`config.mk`:
```
export PLATFORM = sky130hd
export DESIGN_NAME = gpp_comm_mailbox
export DESIGN_NICKNAME = d
export VERILOG_FILES = /design/src/rtl/gpp_comm_pkg.sv /design/src/rtl/comm_fifo.sv /design/src/rtl/gpp_comm_mailbox.sv
export SDC_FILE = /design/constraint.sdc
export NUM_CORES = 1
export LEC_CHECK = 0
export CAP_MARGIN = 40
export CORE_UTILIZATION = 50
export CTS_CLUSTER_SIZE = 10
export DETAILED_ROUTE_END_ITERATION = 8
export PLACE_DENSITY_LB_ADDON = 0.12
export SLEW_MARGIN = 10
export SYNTH_ARGS = -nofsm -noshare
export SYNTH_HDL_FRONTEND = slang
export SYNTH_SLANG_ARGS = --single-unit
```
`constraint.sdc`:
```
create_clock -name clk -period 3.28 [get_ports clk]
set_clock_uncertainty 0.15 [all_clocks]
set_input_delay 0.492 -clock clk [delete_from_list [all_inputs] [get_ports clk]]
set_output_delay 0.492 -clock clk [all_outputs]
set_load 0.01 [all_outputs]
```
`src/rtl/gpp_comm_pkg.sv`:
```
// Shared constants and types for the GPP <-> communications-processor mailbox.
package gpp_comm_pkg;

  localparam int DEF_DATA_WIDTH = 16;
  localparam int DEF_NUM_CH     = 2;
  localparam int DEF_DEPTH      = 4;

  typedef enum logic {
    ST_IDLE = 1'b0,
    ST_HOLD = 1'b1
  } out_state_e;

  // Bit positions inside err_flags = {rx_overflow, rx_underflow, tx_overflow}
  localparam int ERR_TX_OVF = 0;
  localparam int ERR_RX_UDF = 1;
  localparam int ERR_RX_OVF = 2;

endpackage

```
`src/rtl/comm_fifo.sv`:
```
// Synchronous first-word-fall-through FIFO; full/empty decoded from a registered
// occupancy count, rejected pushes/pops leave state untouched.
module comm_fifo
  import gpp_comm_pkg::*;
#(
  parameter int WIDTH = DEF_DATA_WIDTH,
  parameter int DEPTH = DEF_DEPTH
) (
  input  logic             clk,
  input  logic             rst,
  input  logic [WIDTH-1:0] wr_data,
  input  logic             push,
  input  logic             pop,
  output logic [WIDTH-1:0] rd_data,
  output logic             full,
  output logic             empty
);

  localparam int AW = $clog2(DEPTH);

  logic [WIDTH-1:0] mem [DEPTH];
  logic [AW-1:0]    wr_ptr;
  logic [AW-1:0]    rd_ptr;
  logic [AW:0]      count;
  logic             do_push;
  logic             do_pop;

  assign full    = (count == (AW+1)'(DEPTH));
  assign empty   = (count == '0);
  assign do_push = push && !full;
  assign do_pop  = pop && !empty;
  // Head reads as zero while empty so the output is defined straight out of reset
  assign rd_data = empty ? '0 : mem[rd_ptr];

  always_ff @(posedge clk) begin
    if (!rst) begin
      wr_ptr <= '0;
      rd_ptr <= '0;
      count  <= '0;
    end else begin
      if (do_push) wr_ptr <= wr_ptr + AW'(1);
      if (do_pop)  rd_ptr <= rd_ptr + AW'(1);
      case ({do_push, do_pop})
        2'b10:   count <= count + (AW+1)'(1);
        2'b01:   count <= count - (AW+1)'(1);
        default: count <= count;
      endcase
    end
  end

  always_ff @(posedge clk) begin
    if (do_push) mem[wr_ptr] <= wr_data;
  end

endmodule

```
`src/rtl/gpp_comm_mailbox.sv`:
```
// Mailbox between a GPP and a communications processor: NUM_CH round-robin TX
// FIFOs feeding a one-word output register, plus a single RX FIFO.
//   state | meaning
//   IDLE  | output register empty, gpp_trf_cp low
//   HOLD  | output register offered to CP, stable until cp_rtr_gpp
module gpp_comm_mailbox
  import gpp_comm_pkg::*;
#(
  parameter  int DATA_WIDTH = DEF_DATA_WIDTH,
  parameter  int NUM_CH     = DEF_NUM_CH,
  parameter  int DEPTH      = DEF_DEPTH,
  localparam int CH_W       = (NUM_CH > 1) ? $clog2(NUM_CH) : 1
) (
  input  logic                  clk,
  input  logic                  rst,
  input  logic [DATA_WIDTH-1:0] gpp_tx_data,
  input  logic [CH_W-1:0]       gpp_tx_ch,
  input  logic                  gpp_tx_push,
  output logic [NUM_CH-1:0]     gpp_tx_full,
  output logic [DATA_WIDTH-1:0] gpp_rx_data,
  input  logic                  gpp_rx_pop,
  output logic                  data_rx_flag,
  output logic [DATA_WIDTH-1:0] cp_tx_data,
  output logic [CH_W-1:0]       cp_tx_ch,
  output logic                  gpp_trf_cp,
  input  logic                  cp_rtr_gpp,
  input  logic [DATA_WIDTH-1:0] cp_rx_data,
  input  logic                  cp_trf_gpp,
  output logic                  gpp_rtr_cp,
  output logic [2:0]            err_flags
);

  logic [DATA_WIDTH-1:0] tx_head [NUM_CH];
  logic [NUM_CH-1:0]     tx_req;
  logic [NUM_CH-1:0]     tx_pop;
  logic [NUM_CH-1:0]     tx_empty;
  logic [CH_W-1:0]       last_served;
  logic [CH_W-1:0]       grant;
  logic [CH_W-1:0]       grant_hi;
  logic [CH_W-1:0]       grant_lo;
  logic                  found_hi;
  logic                  any_ne;
  logic                  load;
  out_state_e            state;
  logic                  rx_full;
  logic                  rx_empty;

  for (genvar g = 0; g < NUM_CH; g++) begin : g_tx
    assign tx_req[g] = gpp_tx_push && (gpp_tx_ch == CH_W'(g));
    assign tx_pop[g] = load && (grant == CH_W'(g));

    comm_fifo #(.WIDTH(DATA_WIDTH), .DEPTH(DEPTH)) u_tx_fifo (
      .clk     (clk),
      .rst     (rst),
      .wr_data (gpp_tx_data),
      .push    (tx_req[g]),
      .pop     (tx_pop[g]),
      .rd_data (tx_head[g]),
      .full    (gpp_tx_full[g]),
      .empty   (tx_empty[g])
    );
  end

  // Lowest non-empty channel above last_served wins; otherwise wrap to the lowest overall
  always_comb begin
    any_ne   = 1'b0;
    found_hi = 1'b0;
    grant_hi = '0;
    grant_lo = '0;
    for (int i = NUM_CH - 1; i >= 0; i--) begin
      if (!tx_empty[i]) begin
        any_ne   = 1'b1;
        grant_lo = CH_W'(i);
        if (CH_W'(i) > last_served) begin
          found_hi = 1'b1;
          grant_hi = CH_W'(i);
        end
      end
    end
    grant = found_hi ? grant_hi : grant_lo;
  end

  assign load = any_ne && ((state == ST_IDLE) || cp_rtr_gpp);

  always_ff @(posedge clk) begin
    if (!rst) begin
      state       <= ST_IDLE;
      gpp_trf_cp  <= 1'b0;
      cp_tx_data  <= '0;
      cp_tx_ch    <= '0;
      last_served <= CH_W'(NUM_CH - 1);
    end else if (load) begin
      state       <= ST_HOLD;
      gpp_trf_cp  <= 1'b1;
      cp_tx_data  <= tx_head[grant];
      cp_tx_ch    <= grant;
      last_served <= grant;
    end else if (state == ST_HOLD && cp_rtr_gpp) begin
      state      <= ST_IDLE;
      gpp_trf_cp <= 1'b0;
    end
  end

  comm_fifo #(.WIDTH(DATA_WIDTH), .DEPTH(DEPTH)) u_rx_fifo (
    .clk     (clk),
    .rst     (rst),
    .wr_data (cp_rx_data),
    .push    (cp_trf_gpp),
    .pop     (gpp_rx_pop),
    .rd_data (gpp_rx_data),
    .full    (rx_full),
    .empty   (rx_empty)
  );

  assign gpp_rtr_cp   = !rx_full;
  assign data_rx_flag = !rx_empty;

  always_ff @(posedge clk) begin
    if (!rst) begin
      err_flags <= '0;
    end else begin
      if (|(tx_req & gpp_tx_full))    err_flags[ERR_TX_OVF] <= 1'b1;
      if (gpp_rx_pop && rx_empty)     err_flags[ERR_RX_UDF] <= 1'b1;
      if (cp_trf_gpp && rx_full)      err_flags[ERR_RX_OVF] <= 1'b1;
    end
  end

endmodule

```
==> report_table.html <==
<table>
<tr><th>Metric</th><th>Value</th></tr>
<tr><th colspan="2">Outcome</th></tr>
<tr><td>Outcome</td><td>complete, no violations</td></tr>
<tr><th colspan="2">STA</th></tr>
<tr><td>Maximum achievable frequency</td><td>between 300 and 400 MHz</td></tr>
<tr><td>RSZ-0062 raised after global routing</td><td>false</td></tr>
<tr><td>Period minus WS final</td><td>around 3 ns</td></tr>
<tr><td>Pin slew with the least headroom to its limit</td><td>approximately 0.55 ns</td></tr>
<tr><td>Final setup vio count</td><td>0</td></tr>
<tr><td>Final Hold Fails</td><td>0</td></tr>
<tr><td>Count of final max-slew check failures</td><td>0</td></tr>
<tr><td>Post-route fraction of the period consumed by the critical path</td><td>between 90% and 100%</td></tr>
<tr><td>Max-Slew Margin vs Limit</td><td>a little over three fifths</td></tr>
<tr><td>Setup tns final</td><td>0 ns</td></tr>
<tr><th colspan="2">Final layout</th></tr>
<tr><td>Area used by multi-input combinational logic</td><td>0.00228 mm2</td></tr>
<tr><td>Number of nets in the layout</td><td>667</td></tr>
<tr><td>Proportion of layout cells with a drive suffix above 1</td><td>between 10% and 20%</td></tr>
<tr><td>Diode count</td><td>0</td></tr>
<tr><td>Filler cells</td><td>1,324</td></tr>
<tr><td>Area occupied by registers</td><td>0.00675 mm2</td></tr>
<tr><td>Most frequent standard cell in the layout excluding fill and tap cells</td><td>sky130_fd_sc_hd__edfxtp_1</td></tr>
<tr><td>P&amp;R area growth vs syn</td><td>21.2%</td></tr>
<tr><td>Final standard cell area without fillers</td><td>around 0.011 mm2</td></tr>
<tr><td>Highest-count cells in the layout ignoring fill and taps</td><td>sky130_fd_sc_hd__edfxtp_1 (192), sky130_fd_sc_hd__clkdlybuf4s50_1 (79), sky130_fd_sc_hd__dfxtp_1 (49)</td></tr>
<tr><td>Fin cells</td><td>860</td></tr>
<tr><th colspan="2">Die</th></tr>
<tr><td>CORE AREA</td><td>0.0180 mm2</td></tr>
<tr><td>Total I/O pin count</td><td>80</td></tr>
<tr><td>Height of the die</td><td>roughly 140 um</td></tr>
<tr><td>Die outline width</td><td>approximately 140 um</td></tr>
<tr><td>Initial Util</td><td>roughly half</td></tr>
<tr><td>Die Outline Area</td><td>around 0.019 mm2</td></tr>
<tr><td>FP Rows</td><td>49</td></tr>
<tr><th colspan="2">Route</th></tr>
<tr><td>Average wire per cell in the routed design</td><td>between 20 and 25 um</td></tr>
<tr><td>Initial DRC Count</td><td>between 200 and 300</td></tr>
<tr><td>Router iterations before antenna repair</td><td>6</td></tr>
<tr><td>Vias/cell</td><td>approximately 5.6</td></tr>
<tr><td>Number of remaining DRC errors</td><td>0</td></tr>
<tr><td>Routed wire length</td><td>approximately 18,000 um</td></tr>
<tr><td>Number of routed nets with antenna violations</td><td>0</td></tr>
<tr><td>Via count</td><td>~4,800</td></tr>
<tr><th colspan="2">Place</th></tr>
<tr><td>DP Wirelength</td><td>around 11,000 um</td></tr>
<tr><td>Post-placement cell area</td><td>slightly above 0.01 mm2</td></tr>
<tr><td>Total instance count after detailed placement</td><td>between 800 and 900</td></tr>
<tr><td>Number of port buffers</td><td>around 80</td></tr>
<tr><td>Final weighted congestion in routability-driven placement</td><td>about 0.69</td></tr>
<tr><th colspan="2">Logic synthesis</th></tr>
<tr><td>Number of distinct library cells after synthesis</td><td>40</td></tr>
<tr><td>Top area cells in the synthesized netlist</td><td>sky130_fd_sc_hd__edfxtp_1 (62%), sky130_fd_sc_hd__mux4_2 (12%), sky130_fd_sc_hd__dfxtp_1 (11%)</td></tr>
<tr><td>Async SR Flop Fraction</td><td>0%</td></tr>
<tr><td>Avg Synthesized Cell Area</td><td>between 15 and 20 um2</td></tr>
<tr><td>Register area share after synthesis</td><td>73.0%</td></tr>
<tr><td>Number of flip-flops and latches in the synthesized netlist</td><td>241</td></tr>
<tr><td>Portion of netlist area occupied by mux cells</td><td>between 10% and 20%</td></tr>
<tr><td>Post-synthesis adder-cell area fraction</td><td>2.68%</td></tr>
<tr><td>Area share of and/or/nand/nor cells after synthesis</td><td>5.39%</td></tr>
<tr><td>EDFF count, synth</td><td>between 150 and 200</td></tr>
<tr><td>Combinational family with the most area after synthesis</td><td>multiplexers</td></tr>
<tr><td>Post-Synth XOR/XNOR Area</td><td>under 10%</td></tr>
<tr><td>Instance count of the mapped netlist</td><td>roughly 500</td></tr>
<tr><td>Cell accounting for the most synthesized area</td><td>sky130_fd_sc_hd__edfxtp_1</td></tr>
<tr><td>Synth Area in Compound Gates</td><td>approximately 3.5%</td></tr>
<tr><td>Fraction of post-synthesis cell area in the top cell type by area</td><td>62.4%</td></tr>
<tr><td>Syn. warnings</td><td>0</td></tr>
<tr><td>Primary flip-flop cell chosen by synthesis mapping</td><td>sky130_fd_sc_hd__edfxtp_1</td></tr>
<tr><td>Mapped Area</td><td>between 0.009 and 0.01 mm2</td></tr>
<tr><td>Nets in the synthesized netlist</td><td>561</td></tr>
<tr><th colspan="2">Global routing</th></tr>
<tr><td>Antenna violations before repair</td><td>0</td></tr>
<tr><td>Aggregate global routing overflow</td><td>0</td></tr>
<tr><td>First-pass GRT wire length</td><td>approximately 28,000 um</td></tr>
<tr><td>Number of global-route vias before repair</td><td>~5,000</td></tr>
<tr><td>Total global-route track usage</td><td>around a fifth</td></tr>
<tr><td>Pin count of the biggest net entering global routing</td><td>26</td></tr>
<tr><th colspan="2">CTS</th></tr>
<tr><td>Depth of the CTS H-tree</td><td>1</td></tr>
<tr><td>Number of sinks handled by clock tree synthesis</td><td>241</td></tr>
<tr><td>Hold buffer count at CTS</td><td>0</td></tr>
<tr><td>Clock insertion delay at the later pin of the skew report</td><td>0.52 ns</td></tr>
<tr><td>Clock slew at the register clock pins of the worst setup and hold paths</td><td>roughly 0.060 ns</td></tr>
<tr><td>Buffers inserted by post-CTS timing repair</td><td>0</td></tr>
<tr><td>Max clock buf depth</td><td>3</td></tr>
<tr><td>Clock tree from TritonCTS</td><td>built</td></tr>
<tr><td>CTS resizes</td><td>0</td></tr>
<tr><td>CTS root buffer</td><td>sky130_fd_sc_hd__clkbuf_16</td></tr>
<tr><td>Clock buffers created by TritonCTS</td><td>28</td></tr>
<tr><th colspan="2">Critical path</th></tr>
<tr><td>Arrival time reported for the critical path endpoint</td><td>approximately 2.4 ns</td></tr>
<tr><td>Critical path startpoint category</td><td>register</td></tr>
<tr><td>Critical path data required time</td><td>2.64 ns</td></tr>
<tr><td>Maximum fanout encountered on the critical timing path</td><td>16</td></tr>
<tr><td>Category of the most critical setup path</td><td>reg2out</td></tr>
<tr><td>Endpoint kind of the worst setup timing path</td><td>output pin</td></tr>
<tr><th colspan="2">Power</th></tr>
<tr><td>Total power density per cell area</td><td>843 mW/mm2</td></tr>
<tr><td>Switching share of power</td><td>between 20% and 30%</td></tr>
<tr><td>Internal cell power</td><td>just under 0.007 W</td></tr>
<tr><td>Clock network fraction of design power</td><td>29.2%</td></tr>
<tr><td>Leakage power figure</td><td>approximately 3.7 nW</td></tr>
<tr><td>Sw power</td><td>between 0.002 and 0.003 W</td></tr>
<tr><td>Part of the power in registers</td><td>around two fifths</td></tr>
<tr><td>Worst IR Drop VDD</td><td>0.497 mV</td></tr>
<tr><td>Combinational cell fraction of total power</td><td>29.7%</td></tr>
<tr><th colspan="2">Worst hold path</th></tr>
<tr><td>Worst Hold Class</td><td>reg2reg</td></tr>
<tr><th colspan="2">Run</th></tr>
<tr><td>Total of max-cap violations</td><td>0</td></tr>
</table>
power by group through the flow:
stage,combinational [W],sequential [W],clock [W]
6_report,0.00281,0.00388,0.00276
5_1_grt,0.00309,0.00392,0.00294
2_1_floorplan,0.00177,0.00392,0
3_5_place_dp,0.00285,0.00394,0
3_3_place_gp,0.00274,0.00393,0
4_1_cts,0.00287,0.00388,0.00282
sequential cells by signal (all words and copies together) (netlist names), named ones only:
register               count
cp_tx_ch                   1
cp_tx_data                16
err_flags                  3
g_tx.u_tx_fifo.count       6
g_tx.u_tx_fifo.mem       128
g_tx.u_tx_fifo.rd_ptr      4
g_tx.u_tx_fifo.wr_ptr      4
last_served                1
state                      1
u_rx_fifo.count            3
u_rx_fifo.mem             64
u_rx_fifo.rd_ptr           2
u_rx_fifo.wr_ptr           2
metal layers:
layer	track usage [%]	part of all wire, %
met3	3.62	5.8
met4	7.13	2.4
met5	0	0
met1	25.2	41
met2	34.7	51
worst paths after layout:
kind | from | to | slack, ns | cells past startpoint
setup reg to reg | g_tx[1].u_tx_fifo.count[2] | g_tx[1].u_tx_fifo.count[2] | 0.65 | 9
hold / removal | err_flags[0] | err_flags[0] | 0.34 | 2
hold reg to reg | err_flags[0] | err_flags[0] | 0.34 | 2
setup / recovery | register | gpp_rx_data[12] | 0.28 | 4
through the flow:
stage | setup slack [ns] | total power (W) | hold WS [ns] | util (%)
5_1_grt | 0.164 | 0.00994 | 0.350 | 62.1
3_5_place_dp | 0.502 | 0.00679 | 0.319 | 57.6
2_1_floorplan | 0.739 | 0.00569 | 0.319 | -
3_3_place_gp | 0.547 | 0.00666 | 0.306 | 57.3
6_report | 0.280 | 0.00944 | 0.340 | 62.1
4_1_cts | 0.220 | 0.00956 | 0.334 | 62.1
final cells by class:
class | count | area share (%)
inverters | 22 | 0.737
repair buffers | 101 | 8.85
well taps | 229 | 2.56
flip-flops and latches | 241 | 60.2
multi-input cells | 216 | 20.4
clock buffers | 49 | 7.15
clock inverters | 2 | 0.112
cell usage after synthesis (6+ instances only):
master / count
sky130_fd_sc_hd__buf_2: 7
sky130_fd_sc_hd__dfxtp_1: 49
sky130_fd_sc_hd__and2_1: 26
sky130_fd_sc_hd__inv_1: 21
sky130_fd_sc_hd__xor2_1: 7
sky130_fd_sc_hd__a222oi_1: 15
sky130_fd_sc_hd__nor2_1: 41
sky130_fd_sc_hd__edfxtp_1: 192
sky130_fd_sc_hd__ha_1: 15
sky130_fd_sc_hd__xnor2_1: 6
sky130_fd_sc_hd__clkbuf_1: 10
sky130_fd_sc_hd__mux4_2: 48
sky130_fd_sc_hd__a21oi_1: 13
worst max-delay path, cell delays in order (launching register included):
cell,delay [ns]
sky130_fd_sc_hd__dfxtp_1,0.31
sky130_fd_sc_hd__buf_4,0.31
sky130_fd_sc_hd__mux4_2,0.55
sky130_fd_sc_hd__and2_1,0.18
sky130_fd_sc_hd__clkdlybuf4s50_1,0.47
cell families after synthesis:
logic type / count (synthesis)
XOR/XNOR: 13
AND/OR/NAND/NOR: 95
buffers and inverters: 47
flip-flops: 241
adder cells (fa/ha/maj): 18
AO/OA/AOI/OAI: 40
multiplexers: 50
No activity file was read; power rests on OpenSTA's default activity.
